--- src/rtl/uart_ft245_ctrl_if.sv ---
// CPU byte port and FT245 chip pins of the UART sequencer.
// The slave modport is the controller; the master modport is the CPU plus chip side.
interface uart_ft245_ctrl_if;
  logic [7:0] cpu_wdata;
  logic       cpu_wr;
  logic       cpu_rd;
  logic [7:0] cpu_rdata;
  logic       flag_di;
  logic       flag_do;
  logic       tx_ovf;
  logic [7:0] ft_d_out;
  logic       ft_d_oe;
  logic [7:0] ft_d_in;
  logic       _ft_txe;
  logic       _ft_rxf;
  logic       ft_wr;
  logic       _ft_rd;

  modport master (
    output cpu_wdata, cpu_wr, cpu_rd, ft_d_in, _ft_txe, _ft_rxf,
    input  cpu_rdata, flag_di, flag_do, tx_ovf, ft_d_out, ft_d_oe, ft_wr, _ft_rd
  );
  modport slave (
    input  cpu_wdata, cpu_wr, cpu_rd, ft_d_in, _ft_txe, _ft_rxf,
    output cpu_rdata, flag_di, flag_do, tx_ovf, ft_d_out, ft_d_oe, ft_wr, _ft_rd
  );
endinterface

--- src/rtl/uart_ft245_ctrl.sv ---
// FT245 USB FIFO sequencer: buffered TX bytes, single-byte RX holding register,
// and TX/RX arbitration of the shared chip data bus.
module uart_ft245_ctrl #(
  parameter int TX_DEPTH       = 4,
  parameter int WR_CYCLES      = 2,
  parameter int RD_CYCLES      = 3,
  parameter int RECOVER_CYCLES = 2
) (
  input  logic             clk,
  input  logic             _mr,
  uart_ft245_ctrl_if.slave bus
);
  localparam int AW   = $clog2(TX_DEPTH);
  localparam int MAXC = (WR_CYCLES > RD_CYCLES)
                        ? ((WR_CYCLES > RECOVER_CYCLES) ? WR_CYCLES : RECOVER_CYCLES)
                        : ((RD_CYCLES > RECOVER_CYCLES) ? RD_CYCLES : RECOVER_CYCLES);
  localparam int CW   = $clog2(MAXC) + 1;

  typedef enum logic [2:0] {IDLE, TX_SETUP, TX_STROBE, TX_HOLD, RX_STROBE, RECOVER} state_t;
  typedef enum logic {SRV_TX, SRV_RX} srv_t;

  state_t        state, state_n;
  srv_t          last_srv, last_srv_n;
  logic [CW-1:0] cnt, cnt_n;
  logic [1:0]    txe_sync, rxf_sync;
  logic [7:0]    mem [TX_DEPTH];
  logic [AW-1:0] wptr, rptr;
  logic [AW:0]   count;
  logic          full, empty, push, pop_fifo, rx_cap, load_d;
  logic          tx_elig, rx_elig, rx_valid;
  logic [7:0]    rdata_q, dout_q;
  logic          wr_q, rd_q, oe_q, ovf_q;

  assign full    = (count == (AW+1)'(TX_DEPTH));
  assign empty   = (count == '0);
  assign push    = bus.cpu_wr && !full;
  assign tx_elig = !empty && !txe_sync[1];
  assign rx_elig = !rx_valid && !rxf_sync[1];

  always_ff @(posedge clk or negedge _mr) begin
    if (!_mr) begin
      state    <= IDLE;
      last_srv <= SRV_RX;
      cnt      <= '0;
    end else begin
      state    <= state_n;
      last_srv <= last_srv_n;
      cnt      <= cnt_n;
    end
  end

  // One counter times every strobe and recovery phase; loaded with length-1 on entry.
  always_comb begin
    state_n    = state;
    last_srv_n = last_srv;
    cnt_n      = cnt;
    pop_fifo   = 1'b0;
    rx_cap     = 1'b0;
    load_d     = 1'b0;
    unique case (state)
      IDLE: begin
        if (tx_elig && (!rx_elig || last_srv == SRV_RX)) begin
          state_n    = TX_SETUP;
          last_srv_n = SRV_TX;
          load_d     = 1'b1;
        end else if (rx_elig) begin
          state_n    = RX_STROBE;
          last_srv_n = SRV_RX;
          cnt_n      = CW'(RD_CYCLES - 1);
        end
      end
      TX_SETUP: begin
        state_n = TX_STROBE;
        cnt_n   = CW'(WR_CYCLES - 1);
      end
      TX_STROBE: begin
        if (cnt == '0) state_n = TX_HOLD;
        else           cnt_n   = cnt - 1'b1;
      end
      TX_HOLD: begin
        state_n  = RECOVER;
        cnt_n    = CW'(RECOVER_CYCLES - 1);
        pop_fifo = 1'b1;
      end
      RX_STROBE: begin
        if (cnt == '0) begin
          state_n = RECOVER;
          cnt_n   = CW'(RECOVER_CYCLES - 1);
          rx_cap  = 1'b1;
        end else begin
          cnt_n = cnt - 1'b1;
        end
      end
      RECOVER: begin
        if (cnt == '0) state_n = IDLE;
        else           cnt_n   = cnt - 1'b1;
      end
      default: state_n = IDLE;
    endcase
  end

  // Chip pins are registered from the next state so they never glitch on decode.
  always_ff @(posedge clk or negedge _mr) begin
    if (!_mr) begin
      wr_q   <= 1'b0;
      rd_q   <= 1'b1;
      oe_q   <= 1'b0;
      dout_q <= '0;
    end else begin
      wr_q <= (state_n == TX_STROBE);
      rd_q <= (state_n != RX_STROBE);
      oe_q <= (state_n == TX_SETUP) || (state_n == TX_STROBE) || (state_n == TX_HOLD);
      if (load_d) dout_q <= mem[rptr];
    end
  end

  always_ff @(posedge clk or negedge _mr) begin
    if (!_mr) begin
      txe_sync <= 2'b11;
      rxf_sync <= 2'b11;
      wptr     <= '0;
      rptr     <= '0;
      count    <= '0;
      ovf_q    <= 1'b0;
      rx_valid <= 1'b0;
      rdata_q  <= '0;
    end else begin
      txe_sync <= {txe_sync[0], bus._ft_txe};
      rxf_sync <= {rxf_sync[0], bus._ft_rxf};
      if (push)                   wptr  <= wptr + 1'b1;
      if (pop_fifo)               rptr  <= rptr + 1'b1;
      if (push != pop_fifo)       count <= push ? count + 1'b1 : count - 1'b1;
      if (bus.cpu_wr && full)     ovf_q <= 1'b1;
      if (rx_cap) begin
        rdata_q  <= bus.ft_d_in;
        rx_valid <= 1'b1;
      end else if (bus.cpu_rd && rx_valid) begin
        rx_valid <= 1'b0;
      end
    end
  end

  always_ff @(posedge clk) begin
    if (push) mem[wptr] <= bus.cpu_wdata;
  end

  assign bus.ft_wr     = wr_q;
  assign bus._ft_rd    = rd_q;
  assign bus.ft_d_oe   = oe_q;
  assign bus.ft_d_out  = dout_q;
  assign bus.cpu_rdata = rdata_q;
  assign bus.flag_di   = rx_valid;
  assign bus.flag_do   = !full;
  assign bus.tx_ovf    = ovf_q;
endmodule
--- src/flat_wrapper.sv ---
// flat-port wrapper written by rule: the top's interface ports become plain ports
module uart_ft245_ctrl_flat 
#(
  parameter int TX_DEPTH       = 4,
  parameter int WR_CYCLES      = 2,
  parameter int RD_CYCLES      = 3,
  parameter int RECOVER_CYCLES = 2
)
  (clk, _mr, bus_cpu_wdata, bus_cpu_wr, bus_cpu_rd, bus_ft_d_in, bus__ft_txe, bus__ft_rxf, bus_cpu_rdata, bus_flag_di, bus_flag_do, bus_tx_ovf, bus_ft_d_out, bus_ft_d_oe, bus_ft_wr, bus__ft_rd);
  uart_ft245_ctrl_if bus_i ();
  input  logic clk;
  input  logic _mr;
  input wire logic [$bits(bus_i.cpu_wdata)-1:0] bus_cpu_wdata;
  input wire logic [$bits(bus_i.cpu_wr)-1:0] bus_cpu_wr;
  input wire logic [$bits(bus_i.cpu_rd)-1:0] bus_cpu_rd;
  input wire logic [$bits(bus_i.ft_d_in)-1:0] bus_ft_d_in;
  input wire logic [$bits(bus_i._ft_txe)-1:0] bus__ft_txe;
  input wire logic [$bits(bus_i._ft_rxf)-1:0] bus__ft_rxf;
  output wire logic [$bits(bus_i.cpu_rdata)-1:0] bus_cpu_rdata;
  output wire logic [$bits(bus_i.flag_di)-1:0] bus_flag_di;
  output wire logic [$bits(bus_i.flag_do)-1:0] bus_flag_do;
  output wire logic [$bits(bus_i.tx_ovf)-1:0] bus_tx_ovf;
  output wire logic [$bits(bus_i.ft_d_out)-1:0] bus_ft_d_out;
  output wire logic [$bits(bus_i.ft_d_oe)-1:0] bus_ft_d_oe;
  output wire logic [$bits(bus_i.ft_wr)-1:0] bus_ft_wr;
  output wire logic [$bits(bus_i._ft_rd)-1:0] bus__ft_rd;
  assign bus_i.cpu_wdata = bus_cpu_wdata;
  assign bus_i.cpu_wr = bus_cpu_wr;
  assign bus_i.cpu_rd = bus_cpu_rd;
  assign bus_i.ft_d_in = bus_ft_d_in;
  assign bus_i._ft_txe = bus__ft_txe;
  assign bus_i._ft_rxf = bus__ft_rxf;
  assign bus_cpu_rdata = bus_i.cpu_rdata;
  assign bus_flag_di = bus_i.flag_di;
  assign bus_flag_do = bus_i.flag_do;
  assign bus_tx_ovf = bus_i.tx_ovf;
  assign bus_ft_d_out = bus_i.ft_d_out;
  assign bus_ft_d_oe = bus_i.ft_d_oe;
  assign bus_ft_wr = bus_i.ft_wr;
  assign bus__ft_rd = bus_i._ft_rd;
  uart_ft245_ctrl #(.TX_DEPTH(TX_DEPTH), .WR_CYCLES(WR_CYCLES), .RD_CYCLES(RD_CYCLES), .RECOVER_CYCLES(RECOVER_CYCLES)) u_core (.clk(clk), ._mr(_mr), .bus(bus_i));
endmodule
--- config.mk ---
export PLATFORM = sky130hd
export DESIGN_NAME = uart_ft245_ctrl_flat
export DESIGN_NICKNAME = d
export VERILOG_FILES = /design/src/rtl/uart_ft245_ctrl_if.sv /design/src/rtl/uart_ft245_ctrl.sv /design/src/flat_wrapper.sv
export SDC_FILE = /design/constraint.sdc
export NUM_CORES = 1
export LEC_CHECK = 0
export CAP_MARGIN = 20
export CELL_PAD_IN_SITES_DETAIL_PLACEMENT = 1
export CELL_PAD_IN_SITES_GLOBAL_PLACEMENT = 1
export CORE_MARGIN = 8
export CORE_UTILIZATION = 48
export DETAILED_ROUTE_END_ITERATION = 6
export GPL_TIMING_DRIVEN = 1
export PLACE_DENSITY_LB_ADDON = 0.1
export SLEW_MARGIN = 0
export SYNTH_ARGS = -nofsm -noshare
export SYNTH_HDL_FRONTEND = slang
export SYNTH_SLANG_ARGS = --single-unit
export TNS_END_PERCENT = 100
--- constraint.sdc ---
create_clock -name clk -period 3.2 [get_ports clk]
set_input_delay 0.48 -clock clk [delete_from_list [all_inputs] [get_ports clk]]
set_output_delay 0.48 -clock clk [all_outputs]
set_load 0.01 [all_outputs]
==> Yosys cells after proc, flatten, opt, wreduce, memory -nomap -nowiden <==
Memory sizes are Yosys's and may differ from the RTL's. A register that Yosys moved wholly into a read port is not among the register bits.
Index checks and enable logic that the tools add are counted.
{ "classes": {"n_eq_ne": 14, "reduce_logical": 26, "n_mux": 23, "n_addsub": 5} }
{ "ops": {"columns": ["operator", "n"], "rows": [
  ["3-bit 2-to-1 mux", 10],
  ["3-bit one-hot mux with 6 select lines", 1],
  ["3-bit by 2-bit == test with 1-bit output (second input constant)", 4],
  ["3-bit one-hot mux with 4 select lines", 1],
  ["1-bit 2-to-1 mux", 11],
  ["3-bit == test (second input constant)", 3],
  ["3-bit logical NOT", 3],
  ["1-bit logical NOT", 7],
  ["3-bit by 1-bit == test with 1-bit output (second input constant)", 2],
  ["1-bit logical AND", 6],
  ["3-bit by 1-bit subtractor with 3-bit output (second input constant)", 2],
  ["2-bit by 1-bit adder with 2-bit output (second input constant)", 2],
  ["2-bit != test (second input constant)", 2],
  ["4-bit AND reduction", 1],
  ["2-bit nonzero test", 2],
  ["4-bit nonzero test", 1],
  ["2-bit OR reduction", 2],
  ["3-bit by 1-bit adder with 3-bit output (second input constant)", 1],
  ["1-bit logical OR", 3],
  ["3-bit != test (second input constant)", 1],
  ["2-bit by 1-bit != test with 1-bit output (second input constant)", 1],
  ["2-bit AND reduction", 1],
  ["1-bit != test", 1]
]} }
{ "word_totals": {"output_inout_bits": 22, "word_cells": 83, "ram_bits": 32, "input_bits": 22, "n_memories": 1, "ff_bits": 31} }
{ "mem_list": {"columns": ["name", "words", "word_bits", "read_ports", "rd_clocked_by_memory_dff", "wr", "line_no", "text"], "rows": [
  ["u_core.mem", 4, 8, 1, 1, 1, "uart_ft245_ctrl.sv:26", "logic [7:0] mem [TX_DEPTH];"]
]} }

==> Logic depth before layout (Yosys ltp) <==
{ "logic_depth": {"depth_word": 10, "ltp_mapped": 9, "ltp_nobuf": 7} }

==> Worst setup path before layout <==
Ideal clock, no wire load.
{ "synth_timing": {"path_kind": "reg-to-reg", "startpoint": "reg u_core.count[1]", "endpoint": "reg u_core.count[1]", "required_time_ns": 3.075, "arrival_time_ns": 1.895, "stages_incl_launch_ff": 8, "setup_slack_ns": 1.180, "path_buffers": 2, "synth_period_minus_slack_ns": 2.020, "setup_ns": 0.125, "path_cell_list": "dfrtp_1 or3b_1 buf_2 and2_4 buf_6 inv_1 fa_1 mux2_2"} }
{ "synth_between": {"elab_chain_cells": 4, "word_cells_on_any_way": 7, "classes_between": "add/sub: 2; eq/ne: 2; mux: 1; reduce/logical: 2"} }
{ "synth_lines": {"columns": ["element", "line_no", "text"], "rows": [
  ["start, declared", "uart_ft245_ctrl.sv:28", "logic [AW:0] count;"],
  ["start signal, assigned", "uart_ft245_ctrl.sv:132", "if (push != pop_fifo) count <= push ? count + 1'b1 : count - 1'b1;"],
  ["3-bit == test *", "uart_ft245_ctrl.sv:34", "assign full = (count == (AW+1)'(TX_DEPTH));"],
  ["1-bit logical NOT *", null, null],
  ["named net bus_flag_do", "flat_wrapper.sv:21", "output wire logic [$bits(bus_i.flag_do)-1:0] bus_flag_do;"],
  ["1-bit logical AND *", "uart_ft245_ctrl.sv:36", "assign push = bus.cpu_wr && !full;"],
  ["3-bit 2-to-1 mux / 1-bit != test (equally long branches)", "uart_ft245_ctrl.sv:132", null]
]} }
Mark *: on every way through the listed nets, which the timed path passes. The rest lies on a longest branch.
A chain may end at the register's enable or synchronous reset.

==> Worst setup path in the final report <==
{ "layout_timing": {"startpoint": "reg u_core.count[1]", "endpoint": "out bus_flag_do"} }
{ "layout_between": {"elab_chain_cells": 2} }
{ "layout_lines": {"columns": ["element", "line_no", "text"], "rows": [
  ["3-bit == test", "uart_ft245_ctrl.sv:34", null],
  ["1-bit logical NOT", "uart_ft245_ctrl.sv:153", "assign bus.flag_do = !full;"],
  ["end, declared", "flat_wrapper.sv:21", null]
]} }
No other way between the ends.

==> summary.md <==
| Metric | Value |
|---|---|
| Status | finished clean |
| Tightest Pin Transition | 0.876 ns |
| Sequential share of power | 0.425 |
| Crit Path Class | flop to output pin |
| Logic pwr share | 0.363 |
| Yosys warning count | 0 |
| Final Util | 0.614 |
| Initial Util | 0.499 |
| Ys flop type | dfrtp_1 |
| Final nets | 260 |
| Shortest period the worst path allows | about 2.3 ns |
| IO buf count | 43 |
| Aggregate global routing overflow | 0 |
| Post-route ant nets | 0 |
| Cell Area, Synth | around 3000 µm² |
| # rows | 28 |
| TritonCTS Sinks | 71 |
| Critical Path Start Type | flop |
| P_sw | about 1.2 mW |
| Die Height | 94.7 µm |
| Hold crit path type | input pin to asynchronous set/reset pin |
| HPWL Detailed | 4390 µm |
| Hold buffers post-CTS | 0 |
| Clock power frac | 0.212 |
| Clk root buf | clkbuf_8 |
| Worst reg2reg path depth | 3 |
| Fmax | 434 MHz |
| Residual DRC count | 0 |
| Reg area | 1940 µm² |
| Async S/R FF share, synth | 0.549 |
| Global-route wire length before repair | 10300 µm |
| Antenna cell count | 0 |
| Drt initial violations | 52 |
| CTS tree | built |
| Routability Congestion | 0.805 |
| Clk slew on worst S/H paths | approximately 0.080 ns |
| Pins over their slew limit | 0 |
| Total CTS buffers | 9 |
| Total Wirelength | 6270 µm |
| Finished Cell Area | 3660 µm² |
| Largest net degree at the start of global routing | 40 |
| Mapped Cells | 186 |
| Max FO, Critical Path | 8 |
| Routed vias | 1699 |
| Final setup viols | 0 |
| Leak | 1.41 nW |
| RSZ-0062 raised after global routing | no |
| Total core area | 5960 µm² |
| Post-synthesis register bit count | 71 |
| Setup Fix Bufs, Post-CTS | 0 |
| Fin Setup TNS | 0 ns |
| Int Power | 2.45 mW |
| Insertion delay to the later sink of the worst-skew pair | 0.34 ns |
| Synth area leaders | edfxtp_1 (32%), dfrtp_1 (28%), mux2_2 (6.4%), mux4_2 (6.1%), dfstp_2 (5.3%) |
| # resized after CTS | 0 |
| Commonest non-fill, non-tap cell in the layout | clkdlybuf4s50_1 |
| Mean area per synthesized cell | 16.0 µm² |
| Critical path required time | 2.72 ns |
| Critical path origin | u_core.count[1] |
| Yosys top cell by area | edfxtp_1 |
| Total track usage | 0.155 |
| Initial antenna violation count | 0 |
| Drt wl/cell | 20.2 µm |
| Vias in the first global route | just under 2000 |
| Area post-placement | 3440 µm² |
| EDFF count, synth | 32 |
| Most frequent cells in the layout | clkdlybuf4s50_1 (42), dfrtp_1 (33), edfxtp_1 (32) |
| Power Density | 993 nW/µm² |
| Synth top area share | 0.323 |
| Vias/cell | around 5.5 |
| Fill count | 558 |
| Multi-input gate area | between 900 and 1000 µm² |
| Sw frac | 0.325 |
| Tcrit/Tclk final | 0.719 |
| Net Count, Synth | 215 |
| Die X | 94.7 µm |
| Min Hold Slack | 0.252 ns |
| Share of cells above drive strength 1 | 0.225 |
| Seq/Total Area, Yosys | 0.654 |
| Max Cap Violations | 0 |
| Maximum vdd drop | around 0.52 mV |
| Reg-to-Reg End | u_core.bus.ft_d_out[7] |
| Final Hold Viols | 0 |
| Netlist cell types | 49 |
| FF-to-FF Start | u_core.state[0] |
| DIE AREA | 8960 µm² |
| Synthesis-to-layout area growth | 23.1% |
| Critical path arrival | roughly 1.8 ns |
| Register-to-register setup slack | 1.04 ns |
| Drt first pass iters | 4 |
| Worst setup EP type | output pin |
| Final Skew | 0.00884 ns |
| CTS Buffer Depth | 2 |
| H-tree depth | 3 |
| I/O pin count | 44 |
| Max-slew headroom | 0.416 |
-- worst max path at each step --
stage                       to  cells after the start
2_1_floorplan  u_core.count[1]                      7
3_3_place_gp   u_core.count[2]                      7
3_5_place_dp   u_core.count[2]                      7
4_1_cts            bus_flag_do                      2
5_1_grt            bus_flag_do                      2
6_report           bus_flag_do                      2
-- cell usage after synthesis, types with 3 or more instances --
cell	number
dfrtp_1	33
edfxtp_1	32
mux2_2	17
inv_1	8
mux4_2	8
dfstp_2	6
ha_1	6
nor2_1	6
o21ai_0	5
xnor2_1	5
and3_1	4
buf_2	4
clkbuf_1	4
o31ai_1	4
nand2b_1	3
-- worst max-delay path, stage by stage, from the launching register on --
cell             delay (ns)
dfrtp_1                0.43
or3b_1                 0.52
clkdlybuf4s50_1        0.53
-- power groups by stage --
| stage | sequential [mW] | clock, mW | combinational, mW |
|---|---|---|---|
| after floorplan | 1.48 | 0 | 0.859 |
| after global placement | 1.53 | 0 | 1.25 |
| after detailed placement | 1.56 | 0 | 1.32 |
| after CTS | 1.55 | 0.787 | 1.34 |
| after global routing | 1.59 | 0.827 | 1.43 |
| final | 1.54 | 0.769 | 1.32 |
-- metal layers --
| metal | global-route usage | vias up | share of wire |
|---|---|---|---|
| met3 | 0.0373 | 10 | 0.033 |
| met4 | 0.0897 | 0 | 0.021 |
| met1 | 0.185 | 878 | 0.43 |
| li1 | - | 781 | - |
| met2 | 0.253 | 30 | 0.52 |
| met5 | 0 | - | 0 |
-- through the flow --
stage	cells	total power, mW	worst slack [ns]
5_1_grt	311	3.85	0.830
3_5_place_dp	295	2.88	0.829
6_report	311	3.63	0.898
4_1_cts	311	3.67	0.886
2_1_floorplan	186	2.34	1.18
3_3_place_gp	295	2.78	0.933
-- cells by family (layout without fill, tap and decap cells) --
logic type      after synthesis  count (layout)  share of synthesized area
flops                        71              71                      0.654
simple gates                 32              32                     0.0707
mux                          27              27                      0.132
compound gates               25              25                     0.0623
buf+inv                      17              67                     0.0257
fa+ha+maj                     7               7                     0.0320
xor+xnor                      7               7                     0.0232
-- area by class of cell --
class                      instances  area share
sequential                        71       0.532
timing repair buffer              43       0.116
clock inverter                     6      0.0233
multi-input combinational         98       0.260
clock buffer                      10      0.0349
inverter                           8     0.00821
tap                               75      0.0257
-- sequential cells by signal, indices dropped and copies added (netlist names), 3 cells and up --
register,flops
u_core.bus.ft_d_out,8
u_core.cnt,3
u_core.mem,32
u_core.state,3
u_core.count,3
u_core.bus.cpu_rdata,8
No activity file was read; power rests on OpenSTA's default activity.
